==> config.mk <==
export PLATFORM = sky130hd
export DESIGN_NAME = hazard_stall_unit
export DESIGN_NICKNAME = d
export VERILOG_FILES = /design/src/rtl/hazard_stall_unit.sv
export SDC_FILE = /design/constraint.sdc
export NUM_CORES = 1
export LEC_CHECK = 0
export ABC_CLOCK_PERIOD_IN_PS = 3000
export CORE_MARGIN = 2
export CORE_UTILIZATION = 46
export DETAILED_ROUTE_END_ITERATION = 10
export HOLD_SLACK_MARGIN = 0.12
export PLACE_DENSITY = 0.91
export SLEW_MARGIN = 20
export SYNTH_ARGS = -nofsm -noshare
export SYNTH_HDL_FRONTEND = slang
export SYNTH_SLANG_ARGS = --single-unit
==> constraint.sdc <==
create_clock -name clk -period 3 [get_ports clk]
set_input_delay 0.6 -clock clk [delete_from_list [all_inputs] [get_ports clk]]
set_output_delay 0.6 -clock clk [all_outputs]
set_load 0.02 [all_outputs]
==> src/rtl/hazard_stall_unit.sv <==
// ---------------------------------------------------------------------------
// hazard_stall_unit
//
// ID-stage interlock for the 5-stage MIPS pipeline. It covers the hazards the
// EX-stage forwarding unit cannot resolve:
//   * load-use: the EX instruction is a load whose destination is read by the
//     ID instruction. PC and IF/ID are held and ID/EX gets a bubble for
//     LOAD_STALL cycles.
//   * taken branch/jump resolved in EX: IF/ID is flushed, ID/EX gets a bubble
//     and any stall in progress is cancelled.
// A saturating counter records how many cycles the PC was held.
//
// The first stall cycle is raised combinationally in the same cycle the
// hazard is seen (IDLE). Any further cycles come from the STALL state, which
// keeps stalling whatever the ID/EX contents are doing.
// ---------------------------------------------------------------------------
module hazard_stall_unit #(
  parameter int unsigned REG_W      = 6,  // register-specifier width
  parameter int unsigned LOAD_STALL = 1,  // bubbles per load-use hazard, 1..7
  parameter int unsigned CNT_W      = 16  // stall performance counter width
) (
  input  logic             clk,
  input  logic             rst_n,
  // ID stage
  input  logic             id_valid,
  input  logic [REG_W-1:0] id_rs,
  input  logic [REG_W-1:0] id_rt,
  input  logic             id_uses_rt,
  // EX stage
  input  logic             ex_valid,
  input  logic             ex_mem_read,
  input  logic [REG_W-1:0] ex_rd,
  input  logic             branch_taken,
  // Pipeline control
  output logic             pc_stall,
  output logic             if_id_stall,
  output logic             id_ex_bubble,
  output logic             if_id_flush,
  // Debug / status
  output logic [CNT_W-1:0] stall_cnt,
  output logic             busy
);

  // -------------------------------------------------------------------------
  // Local types and constants
  // -------------------------------------------------------------------------
  typedef enum logic {
    IDLE  = 1'b0,
    STALL = 1'b1
  } state_e;

  // Cycles still owed after the first (combinational) stall cycle.
  localparam logic [2:0] REM_INIT  = 3'(LOAD_STALL - 1);
  // With a single-cycle penalty the FSM never needs to leave IDLE.
  localparam bit         MULTI_CYC = (LOAD_STALL > 1);

  // -------------------------------------------------------------------------
  // State
  // -------------------------------------------------------------------------
  state_e           state_q, state_d;
  logic [2:0]       rem_q,   rem_d;
  logic [CNT_W-1:0] cnt_q,   cnt_d;

  // Raw (reset-independent) control decisions for the current cycle.
  logic hz;
  logic stall_raw;
  logic bubble_raw;
  logic flush_raw;

  // -------------------------------------------------------------------------
  // Hazard detection
  // -------------------------------------------------------------------------
  // A load writing r0 never creates a dependency, and rt only matters when
  // the ID instruction actually reads it. Invalid stages never hazard, so
  // the term is fully defined even while the ID/EX payload is garbage.
  assign hz = id_valid & ex_valid & ex_mem_read & (ex_rd != '0) &
              ((ex_rd == id_rs) | (id_uses_rt & (ex_rd == id_rt)));

  // -------------------------------------------------------------------------
  // Next-state and control decode
  // -------------------------------------------------------------------------
  // Branch redirect has priority over everything; otherwise stall on a fresh
  // hazard in IDLE or unconditionally while the STALL window is open.
  always_comb begin
    // NOTE: every signal written here gets a default first, so no path can
    // leave one unassigned and infer a latch.
    state_d    = state_q;
    rem_d      = rem_q;
    stall_raw  = 1'b0;
    bubble_raw = 1'b0;
    flush_raw  = 1'b0;

    if (branch_taken) begin
      // The wrong-path instruction in IF/ID is discarded and the one entering
      // EX becomes a NOP; holding the PC would lose the branch target.
      flush_raw  = 1'b1;
      bubble_raw = 1'b1;
      state_d    = IDLE;
      rem_d      = '0;
    end else begin
      case (state_q)
        IDLE: begin
          if (hz) begin
            stall_raw  = 1'b1;
            bubble_raw = 1'b1;
            if (MULTI_CYC) begin
              state_d = STALL;
              rem_d   = REM_INIT;
            end
          end
        end

        STALL: begin
          stall_raw  = 1'b1;
          bubble_raw = 1'b1;
          // rem counts the STALL-state cycles still to run, this one
          // included; the <= guard keeps a corrupted zero from locking up.
          if (rem_q <= 3'd1) begin
            state_d = IDLE;
            rem_d   = '0;
          end else begin
            rem_d = rem_q - 3'd1;
          end
        end

        default: begin
          state_d = IDLE;
          rem_d   = '0;
        end
      endcase
    end
  end

  // -------------------------------------------------------------------------
  // Stall performance counter (saturating)
  // -------------------------------------------------------------------------
  // Count every cycle the PC is held, sticking at all-ones instead of wrapping.
  always_comb begin
    cnt_d = cnt_q;
    if (stall_raw && (cnt_q != '1)) begin
      cnt_d = cnt_q + CNT_W'(1);
    end
  end

  // -------------------------------------------------------------------------
  // Registers
  // -------------------------------------------------------------------------
  // State, remaining-count and counter registers with asynchronous reset.
  always_ff @(posedge clk or negedge rst_n) begin
    if (!rst_n) begin
      state_q <= IDLE;
      rem_q   <= '0;
      cnt_q   <= '0;
    end else begin
      // NOTE: non-blocking assignments so every register samples the values
      // from before this edge, independent of statement order.
      state_q <= state_d;
      rem_q   <= rem_d;
      cnt_q   <= cnt_d;
    end
  end

  // -------------------------------------------------------------------------
  // Outputs
  // -------------------------------------------------------------------------
  // The IDLE-state stall is purely combinational, so the controls are
  // qualified with rst_n to force them low for the whole reset interval,
  // including the moment reset asserts between clock edges. The counter
  // path uses the unqualified decision; it is held in reset anyway.
  assign pc_stall     = stall_raw  & rst_n;
  assign if_id_stall  = stall_raw  & rst_n;
  assign id_ex_bubble = bubble_raw & rst_n;
  assign if_id_flush  = flush_raw  & rst_n;

  assign stall_cnt    = cnt_q;
  assign busy         = (state_q == STALL);

endmodule

# ---- Word-level counts from Yosys, hierarchy flattened
# Index checks and enable logic that the tools add are counted.
# W data, S select, Z words.
dict set report word_totals {
  ff_bits 20
  input_bits 25
  output_inout_bits 21
  word_cells 33
}
dict set report classes {
  add_sub_neg 2
  order_cmp 1
  eq_ne 3
  n_mux 11
  bitwise 10
  n_reduce_logical 3
}
# op count
set ops {}
lappend ops {{$add A16 B1 Y16 const B} 1}
lappend ops {{$ne A16 B16 Y1 const B} 1}
lappend ops {{$eq A6 B6 Y1} 2}
lappend ops {{$mux W3} 3}
lappend ops {{$and A1 B1 Y1} 8}
lappend ops {{$mux W1} 7}
lappend ops {{$reduce_bool A6 Y1} 1}
lappend ops {{$le A3 B1 Y1 const B} 1}
lappend ops {{$sub A3 B1 Y3 const B} 1}
lappend ops {{$pmux W1 S2} 1}
lappend ops {{$reduce_bool A2 Y1} 1}
lappend ops {{$logic_and A1 B1 Y1} 1}
lappend ops {{$not A1 Y1} 1}
lappend ops {{$or A1 B1 Y1} 1}

# ---- Logic depth before layout (Yosys ltp)
# Gate-level depths: netlist (run 1).
dict set report logic_depth {
  depth_word 8
  ltp_mapped 8
  ltp_nobuf 7
}

# ---- Worst setup path before layout (run 1)
# Ideal clock, no wire load.
dict set report synth_timing {
  path_kind {input to output}
  start {in ex_rd[2]}
  end {out pc_stall}
  arrival_time_ns 1.988
  required_time_ns 2.400
  path_slack_ns 0.412
  cell_stages 6
  n_path_buf 1
  cell_sequence {xnor2_1 > nand4_1 > o22ai_2 > a21oi_1 > nor3b_1 > buf_4}
}
dict set report synth_between {
  elab_chain_cells 8
  word_cells_on_any_way 11
  classes_between {eq/ne: 2; mux: 3; bitwise: 5; reduce/logical: 1}
}
# element line_no
set synth_rtl {}
lappend synth_rtl {{start, declared} 32} ;# input logic [REG_W-1:0] ex_rd,
lappend synth_rtl {{$eq A6 B6 Y1} 77} ;# ((ex_rd == id_rs) | (id_uses_rt & (ex_rd == id_rt)));
lappend synth_rtl {{$and A1 B1 Y1} 77}
lappend synth_rtl {{$or A1 B1 Y1} 77}
lappend synth_rtl {{$and A1 B1 Y1 *} 76} ;# assign hz = id_valid & ex_valid & ex_mem_read & (ex_rd != '0) &
lappend synth_rtl {{$mux W1 *} 103} ;# if (hz) begin
lappend synth_rtl {{$pmux W1 S2 *} 101} ;# case (state_q)
lappend synth_rtl {{$mux W1 *} 93} ;# if (branch_taken) begin
lappend synth_rtl {{$and A1 B1 Y1 *} --}
lappend synth_rtl {{end, declared} 35} ;# output logic pc_stall,
# Mark *: on every way between the ends. The rest lies on a longest branch, timed or not.

# ---- Worst setup path in the final report (run 1)
dict set report layout_timing {
  start {in ex_rd[2]}
  end {out pc_stall}
}
dict set report layout_between {
  elab_chain_cells 8
  word_cells_on_any_way 11
  classes_between {eq/ne: 2; mux: 3; bitwise: 5; reduce/logical: 1}
}
# element line_no
set layout_rtl {}
lappend layout_rtl {{$eq A6 B6 Y1} 77}
lappend layout_rtl {{$and A1 B1 Y1} 77}
lappend layout_rtl {{$or A1 B1 Y1} 77}
lappend layout_rtl {{$and A1 B1 Y1 *} 76}
lappend layout_rtl {{$mux W1 *} 103}
lappend layout_rtl {{$pmux W1 S2 *} 101}
lappend layout_rtl {{$mux W1 *} 93}
lappend layout_rtl {{$and A1 B1 Y1 *} 170} ;# assign pc_stall = stall_raw & rst_n;
# Marked as above.

==> impl_metrics.toml, run 1 <==
[floorplan]
die_h_um = 54.6
start_util_pct = 48.1
die_area_um2 = 2990
die_w_um = 54.6
rows = 18
pin_count = 46
coreArea_um2 = 2450

[layout]
fin_cells = 208
drive_gt1_share_pct = 11.2
final_cell_mix = "clkdlybuf4s50_1 (42), xnor2_1 (24), dfrtp_1 (20), nand2_1 (13)"
multi_input_area_um2 = 631
finalInstanceArea_um2 = 1750
layout.nets = 207
fill_cells = 198
ff_latch_area_um2 = 500
num_antenna_cells = 0
final_common_cell = "clkdlybuf4s50_1"
syn2layout_area_growth_pct = 48.6

[yosys]
synth_edf_count = 0
yosysWarningCount = 0
netlist_instances = 122
ys_seq_elements = 20
seq_area_frac_synth_pct = 42.4
ys.flop_type = "dfrtp_1"
netlist_area_um2 = 1180
synth_cell_types = 30
avgSynthCellArea_um2 = 9.67
synthArstFlopShare_pct = 100
syn-num-nets = 150

[clock_network]
clk_path_buf_depth = 2
cts_tree = "built"
postCtsSetupBuffers = 0
htreeDepth = 1
numCtsBuffers = 3
cts_resized = 3
path_clk_slew_ns = 0.11
cts-root-buf = "clkbuf_4"
hold_buffers = 0
cts_sinks = 20
clock_latency_ns = 0.29

[route]
wl_met1_um = 1000
wl_um = 2770
wl_met3_um = 347
drc = 0
first_pass_iters = 4
ant_nets = 0
vias_per_cell = 5.13
vias = 1067
drt_iter0_drc = 9
dr.max_layer_used = "met3"
wl_per_cell_um = 13.3
met2WireLength_um = 1420

[timing]
setup_total_negative_slack_ns = 0
finalSetupViolations = 0
hold-worst-slack_ns = 0.501
relSlewSlack_pct = 77.2
skew_ns = 0.00158
rsz0062_at_grt = "true"
slew_viol_final = 0
finalCriticalPeriod_ns = 2.89
timing_worst_slew_pin_value_ns = 0.341
fin_crit_sh_pct = 96.2
finalHoldViolCount = 0
fmax_mhz = 346

[worst_hold_path]
hp-class = "register to register"
holdPathStages = 1

[global_routing]
antenna_found_initial = 0
grt_pass1_vias = 1014
grt_max_degree = 15
grt-ovfl-total = 0
grt.total_usage_pct = 19.3
grt_pass1_wl_um = 4210

[power]
ir_drop_mv = 0.279
power_density_nw_per_um2 = 293
p_leak_nw = 0.725
p_total_mw = 0.513

[placed_design]
io_buffers = 45
gp_congestion = 0.716
post_dp_cell_area_um2 = 1720
hpwl_um = 2250
dp.cells = 204

[setup_path]
worst_path_largest_cell_delay_ns = 0.53
cp.required_ns = 2.40
cp_max_fo = 3
crit_type = "primary input to output port"
slowest_stage = "clkdlybuf4s50_1"
path_cells = "clkdlybuf4s50_1 > xnor2_1 > nand4_1 > o22ai_2 > a21oi_1 > nor3b_1 > dlygate4sd1_1"
setup.worst_path.end_class = "output port"
startpoint_type = "primary input"
reg2regPathDepth = 7
critPathArrivalTime_ns = 2.29

[job]
maxCapViolCount = 0

[outcome]
status = "finished, final reports clean"
[flip-flops by register name, indices dropped and copies added (netlist names)]
signal / count
busy: 1
rem_q: 3
stall_cnt: 16
[final cells by class]
class / count / area share [%]
Inverter: 7 / 1.50
Sequential cell: 20 / 28.6
Clock buffer: 4 / 2.07
Multi-Input combinational cell: 92 / 36.0
Tap cell: 30 / 2.14
Timing Repair Buffer: 55 / 29.8
[metal layers]
layer	GRT usage, %	up-vias
li1	-	527
met5	0	-
met3	5.19	0
met1	20.7	500
met4	3.75	0
met2	37.3	40
[logic make-up after synthesis]
kind of cell | count (synthesis) | synth area share (%)
and+or+nand+nor | 49 | 21.7
xor gates and xnor gates | 25 | 18.6
DFF | 20 | 42.4
AOI/OAI and AO/OA | 12 | 7.10
buffers and inverters | 10 | 4.14
muxes | 3 | 2.86
adders and majority gates | 3 | 3.18
[where the power goes]
group	internal [mW]	switching (mW)
combinational	0.0543	0.0333
sequential	0.271	0.00288
clock	0.0739	0.0775
[Yosys cell counts (all sizes together), types with 2 or more instances]
library cell	count	area (µm²)
nand3	11	60.1
nand4	6	37.5
mux2	3	33.8
a21oi	4	20.0
nor2	6	22.5
nor4	3	18.8
ha	3	37.5
xnor2	24	210
o21ai	4	20.0
inv	7	26.3
and3	3	18.8
nand2	13	48.8
o221ai	2	23.8
buf	2	18.8
dfrtp	20	500
[worst max-delay path: cells and delay by family]
kind            cells  cell delay, ns
simple gates        2            0.37
compound gates      2            0.29
xor+xnor            1            0.14
buf+inv             2            0.87
[path summary, 6_finish.rpt]
| check | to | slack (ns) | start |
|---|---|---|---|
| min in group asynchronous | stall_cnt[12] | 0.54 | rst_n |
| worst max register to register | stall_cnt[1] | 1.05 | stall_cnt[0] |
| worst max-delay path | pc_stall | 0.11 | ex_rd[2] |
| max in group asynchronous | stall_cnt[13] | 1.99 | rst_n |
| worst min register to register | rem_q[2] | 0.50 | rem_q[2] |
| worst min-delay path | rem_q[2] | 0.50 | rem_q[2] |
[per-stage QoR]
stage	setup WS [ns]	util [%]
6_report	0.113	71.4
3_3_place_gp	-0.198	70.1
2_1_floorplan	0.412	-
4_1_cts	0.0527	71.4
5_1_grt	-0.0734	71.4
3_5_place_dp	-0.246	70.1
(Power assumes the default switching activity.)
==> run 2: changes to the inputs <==
--- a/config.mk
+++ b/config.mk
@@ -9,6 +9,7 @@
 export CORE_MARGIN = 2
 export CORE_UTILIZATION = 46
 export DETAILED_ROUTE_END_ITERATION = 10
+export GPL_ROUTABILITY_DRIVEN = 0
 export HOLD_SLACK_MARGIN = 0.12
 export PLACE_DENSITY = 0.91
 export SLEW_MARGIN = 20
==> results of run 2 <==
No change in the layout: final DEF, timing and power equal those of run 1.
